<file path="src/rtl/lsu_pkg.sv">
// Shared definitions for the load/store unit: data width, size codes,
// ram write-enable one-hots, FSM state encoding and small decode helpers.
// Optional feature macro: LSU_MISALIGNED_EN adds the split-access states.
package lsu_pkg;

    localparam int unsigned XLEN = 32;

    localparam logic [1:0] LSU_SIZE_B = 2'd0;
    localparam logic [1:0] LSU_SIZE_H = 2'd1;
    localparam logic [1:0] LSU_SIZE_W = 2'd2;

    localparam logic [2:0] WE_NONE = 3'b000;
    localparam logic [2:0] WE_WORD = 3'b001;
    localparam logic [2:0] WE_HALF = 3'b010;
    localparam logic [2:0] WE_BYTE = 3'b100;

    typedef enum logic [2:0] {
        ST_IDLE   = 3'd0,
        ST_ISSUE  = 3'd1,
        ST_WAIT   = 3'd2,
        ST_DONE   = 3'd3
`ifdef LSU_MISALIGNED_EN
        ,
        ST_ISSUE2 = 3'd4,
        ST_WAIT2  = 3'd5,
        ST_STB    = 3'd6
`endif
    } lsu_state_e;

    // Control fields of an accepted request
    typedef struct packed {
        logic       we;
        logic [1:0] size;
        logic       is_unsigned;
    } lsu_ctrl_t;

    // Size code 3 behaves as a word
    function automatic logic [1:0] norm_size(input logic [1:0] size);
        return (size == 2'd3) ? LSU_SIZE_W : size;
    endfunction

    function automatic logic [2:0] size_we(input logic [1:0] size);
        case (size)
            LSU_SIZE_W: return WE_WORD;
            LSU_SIZE_H: return WE_HALF;
            default:    return WE_BYTE;
        endcase
    endfunction

    function automatic logic is_misaligned(input logic [1:0] size, input logic [1:0] off);
        case (size)
            LSU_SIZE_H: return off[0];
            LSU_SIZE_W: return off != 2'd0;
            default:    return 1'b0;
        endcase
    endfunction

endpackage

</file>
<file path="src/rtl/lsu_extend.sv">
// Size truncation and sign/zero extension of an assembled load word.
// Ports: data (raw word, LSB-aligned), size (normalised size code),
//        is_unsigned (zero-extend), result_c (extended result, combinational).
module lsu_extend
    import lsu_pkg::*;
(
    input  logic [XLEN-1:0] data,
    input  logic [1:0]      size,
    input  logic            is_unsigned,
    output logic [XLEN-1:0] result_c
);

    always_comb begin
        result_c = data;
        case (size)
            LSU_SIZE_B: result_c = is_unsigned ? {24'd0, data[7:0]}
                                               : {{24{data[7]}}, data[7:0]};
            LSU_SIZE_H: result_c = is_unsigned ? {16'd0, data[15:0]}
                                               : {{16{data[15]}}, data[15:0]};
            default:    result_c = data;
        endcase
    end

endmodule

</file>
<file path="src/rtl/lsu.sv">
// Load/store unit: one request per handshake, translated into ram's one-hot
// write_enable protocol; load data returned extended to 32 bits.
// Ports: clk, reset (async, active-high); req_* core request + req_ready;
//        resp_* one-cycle response; mem_* ram address/enable/data/readback.
// Macro LSU_MISALIGNED_EN: split misaligned accesses into several beats;
// without it misaligned requests fault with no memory activity.
module lsu
    import lsu_pkg::*;
(
    input  logic            clk,
    input  logic            reset,
    input  logic            req_valid,
    output logic            req_ready,
    input  logic            req_we,
    input  logic [1:0]      req_size,
    input  logic            req_unsigned,
    input  logic [XLEN-1:0] req_addr,
    input  logic [XLEN-1:0] req_wdata,
    output logic            resp_valid,
    output logic [XLEN-1:0] resp_rdata,
    output logic            resp_fault,
    output logic [XLEN-1:0] mem_addr,
    output logic [2:0]      mem_write_enable,
    output logic [XLEN-1:0] mem_wdata,
    input  logic [XLEN-1:0] mem_rdata
);

    lsu_state_e state, state_next;
    lsu_ctrl_t  ctrl_in_c, ctrl_q;
    logic       accept_c, mis_in_c, req_mis_q, fault_in_c, fault_c;
    logic [XLEN-1:0] load_word_c, load_ext_c;

    logic            req_ready_d, resp_valid_d, resp_fault_d;
    logic [XLEN-1:0] resp_rdata_d, mem_addr_d, mem_wdata_d;
    logic [2:0]      mem_we_d;

`ifdef LSU_MISALIGNED_EN
    logic [1:0]      off_q, beat_q, beat_next_c, last_beat_c;
    logic [XLEN-1:0] beat0_q;
    logic            two_beat_c;
    logic [2:0]      lo_bytes_c;
`endif

    // Request decode
    always_comb begin
        accept_c              = req_valid & req_ready;
        ctrl_in_c.we          = req_we;
        ctrl_in_c.size        = norm_size(req_size);
        ctrl_in_c.is_unsigned = req_unsigned;
        mis_in_c              = is_misaligned(ctrl_in_c.size, req_addr[1:0]);
`ifdef LSU_MISALIGNED_EN
        fault_in_c = 1'b0;
        fault_c    = 1'b0;
`else
        fault_in_c = mis_in_c;
        fault_c    = req_mis_q;
`endif
    end

`ifdef LSU_MISALIGNED_EN
    // Split-access bookkeeping: beat counter limits and two-beat load merge
    always_comb begin
        beat_next_c = beat_q + 2'd1;
        last_beat_c = (ctrl_q.size == LSU_SIZE_W) ? 2'd3 : 2'd1;
        two_beat_c  = req_mis_q && ((ctrl_q.size == LSU_SIZE_W) || (off_q == 2'd3));
        lo_bytes_c  = 3'd4 - {1'b0, off_q};
        if (state == ST_WAIT2)
            load_word_c = (beat0_q & (32'hFFFF_FFFF >> {off_q, 3'b000}))
                        | (mem_rdata << {lo_bytes_c, 3'b000});
        else
            load_word_c = mem_rdata;
    end
`else
    always_comb load_word_c = mem_rdata;
`endif

    lsu_extend u_extend (
        .data        (load_word_c),
        .size        (ctrl_q.size),
        .is_unsigned (ctrl_q.is_unsigned),
        .result_c    (load_ext_c)
    );

    // State register
    always_ff @(posedge clk or posedge reset) begin
        if (reset) state <= ST_IDLE;
        else       state <= state_next;
    end

    // Next-state logic
    always_comb begin
        state_next = state;
        case (state)
            ST_IDLE, ST_DONE: state_next = accept_c ? ST_ISSUE : ST_IDLE;
            ST_ISSUE: begin
                state_next = ctrl_q.we ? ST_DONE : ST_WAIT;
`ifdef LSU_MISALIGNED_EN
                if (ctrl_q.we && req_mis_q) state_next = ST_STB;
`else
                if (req_mis_q) state_next = ST_DONE;
`endif
            end
`ifdef LSU_MISALIGNED_EN
            ST_WAIT:   state_next = two_beat_c ? ST_ISSUE2 : ST_DONE;
            ST_ISSUE2: state_next = ST_WAIT2;
            ST_WAIT2:  state_next = ST_DONE;
            ST_STB:    state_next = (beat_q == last_beat_c) ? ST_DONE : ST_STB;
`else
            ST_WAIT:   state_next = ST_DONE;
`endif
            default:   state_next = ST_IDLE;
        endcase
    end

    // Output logic: next values of the registered outputs, keyed on the state being entered
    always_comb begin
        req_ready_d  = 1'b0;
        resp_valid_d = 1'b0;
        resp_fault_d = 1'b0;
        resp_rdata_d = '0;
        mem_addr_d   = mem_addr;
        mem_wdata_d  = mem_wdata;
        mem_we_d     = WE_NONE;
        case (state_next)
            ST_IDLE: req_ready_d = 1'b1;
            // Only reached through acceptance, so the first beat comes from the accepted request
            ST_ISSUE: begin
                if (!fault_in_c) begin
                    mem_addr_d  = req_addr;
                    mem_wdata_d = req_wdata;
                    if (req_we) mem_we_d = mis_in_c ? WE_BYTE : size_we(ctrl_in_c.size);
                end
            end
`ifdef LSU_MISALIGNED_EN
            ST_ISSUE2: mem_addr_d = {mem_addr[XLEN-1:2], 2'b00} + 32'd4;
            // Byte split: walk up one address and one data byte per beat
            ST_STB: begin
                mem_addr_d  = mem_addr + 32'd1;
                mem_wdata_d = mem_wdata >> 8;
                mem_we_d    = WE_BYTE;
            end
`endif
            ST_DONE: begin
                req_ready_d  = 1'b1;
                resp_valid_d = 1'b1;
                resp_fault_d = fault_c;
                if (!ctrl_q.we && !fault_c) resp_rdata_d = load_ext_c;
            end
            default: ;
        endcase
    end

    // Output and request registers
    always_ff @(posedge clk or posedge reset) begin
        if (reset) begin
            req_ready        <= 1'b0;
            resp_valid       <= 1'b0;
            resp_fault       <= 1'b0;
            resp_rdata       <= '0;
            mem_addr         <= '0;
            mem_wdata        <= '0;
            mem_write_enable <= WE_NONE;
            ctrl_q           <= '0;
            req_mis_q        <= 1'b0;
        end else begin
            req_ready        <= req_ready_d;
            resp_valid       <= resp_valid_d;
            resp_fault       <= resp_fault_d;
            resp_rdata       <= resp_rdata_d;
            mem_addr         <= mem_addr_d;
            mem_wdata        <= mem_wdata_d;
            mem_write_enable <= mem_we_d;
            if (accept_c) begin
                ctrl_q    <= ctrl_in_c;
                req_mis_q <= mis_in_c;
            end
        end
    end

`ifdef LSU_MISALIGNED_EN
    // Split-access registers: offset, store beat index, first load beat
    always_ff @(posedge clk or posedge reset) begin
        if (reset) begin
            off_q   <= 2'd0;
            beat_q  <= 2'd0;
            beat0_q <= '0;
        end else begin
            if (accept_c) begin
                off_q  <= req_addr[1:0];
                beat_q <= 2'd0;
            end else if (state_next == ST_STB) begin
                beat_q <= beat_next_c;
            end
            if (state == ST_WAIT) beat0_q <= mem_rdata;
        end
    end
`endif

endmodule

</file>
<file path="config.mk">
export PLATFORM = sky130hd
export DESIGN_NAME = lsu
export DESIGN_NICKNAME = d
export VERILOG_FILES = /design/src/rtl/lsu_pkg.sv /design/src/rtl/lsu_extend.sv /design/src/rtl/lsu.sv
export SDC_FILE = /design/constraint.sdc
export NUM_CORES = 1
export LEC_CHECK = 0
export ABC_CLOCK_PERIOD_IN_PS = 3600
export BUFFER_PORTS_ARGS = -buffer_cell sky130_fd_sc_hd__clkbuf_2
export CAP_MARGIN = 20
export CORE_ASPECT_RATIO = 0.7
export CORE_MARGIN = 4
export CORE_UTILIZATION = 46
export CTS_CLUSTER_DIAMETER = 150
export DETAILED_ROUTE_END_ITERATION = 7
export PLACE_DENSITY = 0.9
export SYNTH_ARGS = -nofsm -noshare
export SYNTH_HDL_FRONTEND = slang
export SYNTH_SLANG_ARGS = --single-unit
</file>
<file path="constraint.sdc">
create_clock -name clk -period 3.6 [get_ports clk]
set_input_delay 0.36 -clock clk [delete_from_list [all_inputs] [get_ports clk]]
set_output_delay 0.36 -clock clk [all_outputs]
set_load 0.1 [all_outputs]
</file>
==> impl_metrics.env <==
export IMPL_fp_dieW_um=124
export IMPL_synth_sequential_area_ratio=0.625
export IMPL_total_vias_in_the_final_route=2917
export IMPL_grt_pass1_vias=3074
export IMPL_cpLargestDelayFamily="compound AO/OA/AOI/OAI gates"
export IMPL_report_final_slew_viol_count=0
export IMPL_placer_congestion=0.853
export IMPL_drcViolationCount=0
export IMPL_insertedDiodeCount=0
export IMPL_wirelength_um=10200
export IMPL_worst_hold_margin_ns=0.0721
export IMPL_insertion_delay_ns=0.33
export IMPL_layout_cells_most_common_list="204 x sky130_fd_sc_hd__clkbuf_2, 109 x sky130_fd_sc_hd__dfrtp_1, 60 x sky130_fd_sc_hd__mux2_4, 25 x sky130_fd_sc_hd__a21oi_1, 21 x sky130_fd_sc_hd__inv_1"
export IMPL_crit_reg2reg_capture="resp_rdata[23]$_DFF_PP0_"
export IMPL_stdcell_count=611
export IMPL_cts_hold_repair_buffers=0
export IMPL_cts_path_max_buffers=2
export IMPL_cts_setup_buffers=0
export IMPL_die_area_sq_um=11100
export IMPL_r2r_setup_slack_ns=1.17
export IMPL_fin_setup_tns_ns=0
export IMPL_initial_core_utilization=0.477
export IMPL_clock_skew_final_ns=0.00771
export IMPL_rsz0062_at_grt="no"
export IMPL_core_area_sq_um=9140
export IMPL_tritoncts_clock_tree="yes"
export IMPL_synth_register_bits=109
export IMPL_syn_area_per_cell_sq_um=15.6
export IMPL_grt_usage=0.179
export IMPL_cts_htree_levels=3
export IMPL_end_kind="flop"
export IMPL_rows=29
export IMPL_timing_rr_start="state[0]$_DFF_PP0_"
export IMPL_netlist_area_sq_um=4370
export IMPL_worst_slew_margin_rel=0.293
export IMPL_hold_violations=0
export IMPL_post_route_cells_drive_above_1_share=0.595
export IMPL_max_clock_freq_mhz=412
export IMPL_clock_tree_root_cell="sky130_fd_sc_hd__clkbuf_16"
export IMPL_post_synth_mux_area_share=0.227
export IMPL_synthesis_yosys_warnings=0
export IMPL_synthCells=279
export IMPL_netlist_cell_type_count=29
export IMPL_area_growth_synth_to_final_pct=30.7
export IMPL_detail_route_first_pass_iterations=4
export IMPL_worst_setup_sp_type="flop"
export IMPL_buf_inv_on_cp=2
export IMPL_critPathRequiredTime_ns=3.85
export IMPL_dieHeight_um=89.5
export IMPL_max_cap_violation_count=0
export IMPL_crit_path_max_fanout=16
export IMPL_critical_path_max_stage_delay_ns=0.46
export IMPL_routed_via_density=4.77
export IMPL_clock_sinks=109
export IMPL_grt_pass1_wl_um=15700
export IMPL_detailed_route_wire_length_per_cell_um=16.6
export IMPL_dp_cells=596
export IMPL_overflow=0
export IMPL_worst_setup_path_type="reg2reg"
export IMPL_timing_critical_path_arrival_ns=2.68
export IMPL_cts_buffers=9
export IMPL_detailedPlacementHpwl_um=7580
export IMPL_reg2reg_path_depth=8
export IMPL_post_synth_top_area_fraction=0.625
export IMPL_synth_compound_area_share=0.0490
export IMPL_synth_top_cell_by_area="sky130_fd_sc_hd__dfrtp_1"
export IMPL_synthXorXnorAreaFrac=0
export IMPL_critical_path_slowest_cell="sky130_fd_sc_hd__o21bai_1"
export IMPL_mostFrequentLayoutCell="sky130_fd_sc_hd__clkbuf_2"
export IMPL_antenna_found_initial=0
export IMPL_period_share=0.674
export IMPL_path_type_of_the_worst_min_delay_path="in2async"
export IMPL_dr_first_iter_drc_count=132
export IMPL_min_period_ns=2.43
export IMPL_design_portCount=205
export IMPL_main_combinational_cell_family_by_area_after_synthesis="multiplexers"
export IMPL_synth_adder_area_share=0.00860
export IMPL_worst_margin_pin_slew_ns=1.06
export IMPL_path_cells="inv_1, ha_1, inv_1, o211ai_1, ha_1, nand2_2, o21bai_1, a21oi_1"
export IMPL_cts_reportedPaths_clkPinSlew_ns=0.07
export IMPL_post_route_util=0.624
export IMPL_final_ant_viol_nets=0
export IMPL_synth_top_cells_by_area="sky130_fd_sc_hd__dfrtp_1 62%, sky130_fd_sc_hd__mux2_4 21%, sky130_fd_sc_hd__buf_12 3.2%, sky130_fd_sc_hd__a21oi_1 2.9%, sky130_fd_sc_hd__inv_1 1.9%"
export IMPL_run_status="finished clean"
export IMPL_post_cts_resize_count=0
export IMPL_port_buffers=204
export IMPL_final_setup_violations=0
export IMPL_synth_simple_gate_area_share=0.0332
export IMPL_design_final_nets=590
export IMPL_syn_nets=385
export IMPL_grt_max_degree=95
[cell families after synthesis]
kind of cell    count (synthesis)
compound gates                 40
fa+ha+maj                       3
buf+inv                        36
flops                         109
mux                            68
simple gates                   23
[routing by layer]
metal / wire, um / vias to the layer above / part of all wire / GRT usage
li1: - / 1352 / - / -
met1: 4440 / 1402 / 0.44 / 0.232
met2: 4830 / 146 / 0.47 / 0.288
met3: 769 / 17 / 0.076 / 0.0669
met4: 125 / 0 / 0.012 / 0.0498
met5: 0 / - / 0 / 0
[cells in the mapped netlist, drive strengths merged]
master and n:
dfrtp 109, mux2 67, a21oi 25, inv 22, o21ai 11, and3 9
buf 9, clkbuf 5, nand2 4, ha 3, nand3 2, nor2 2
o211ai 2, and2 1, mux2i 1, nand2b 1, nor3 1, nor3b 1
nor4b 1, o21a 1, o21bai 1, or4b 1
[through the flow]
stage / setup slack [ns] / cell area, sq um
floorplan: 0.366 / 4370
global placement: 1.30 / 5410
detailed placement: 1.17 / 5410
CTS: 1.16 / 5680
global route: 0.929 / 5700
finish: 1.17 / 5700
[sequential cells by signal (all words and copies together), names as in the netlist]
name              count
state                 2
mem_addr             32
resp_rdata           32
fault_c               1
mem_wdata            32
ctrl_q                4
mem_write_enable      3
resp_valid            1
resp_fault            1
req_ready             1
[how the worst max path moves through the flow]
stage	cells after the start	startpoint	end	slack (ns)
detailed placement	8	state[0]$_DFF_PP0_	resp_rdata[19]$_DFF_PP0_	1.17
finish	8	state[0]$_DFF_PP0_	resp_rdata[23]$_DFF_PP0_	1.17
floorplan	1	reset	ctrl_q[0]$_DFFE_PP0P_	0.37
CTS	8	state[0]$_DFF_PP0_	resp_rdata[18]$_DFF_PP0_	1.16
global placement	8	state[0]$_DFF_PP0_	resp_rdata[22]$_DFF_PP0_	1.30
global route	8	state[0]$_DFF_PP0_	resp_rdata[16]$_DFF_PP0_	0.93
[final cells by class]
| type | count | area, sq um |
|---|---|---|
| multi-input combinational | 134 | 1390 |
| clock inverter | 3 | 23.8 |
| inverter | 22 | 85.1 |
| fill | 718 | 3440 |
| clock buffer | 11 | 243 |
| tap | 124 | 155 |
| sequential | 109 | 2730 |
| timing repair buffer | 208 | 1080 |
[worst register-to-register path: cells and delay by family (launching register included)]
family          cells  cell delay (ns)
flops               1             0.35
compound gates      3             0.92
simple gates        1             0.20
buf+inv             2             0.14
fa+ha+maj           2             0.74
Power is left out: the tool's default activity adds up to more than one toggle a clock period on the data nets, which glitch-free logic cannot reach.
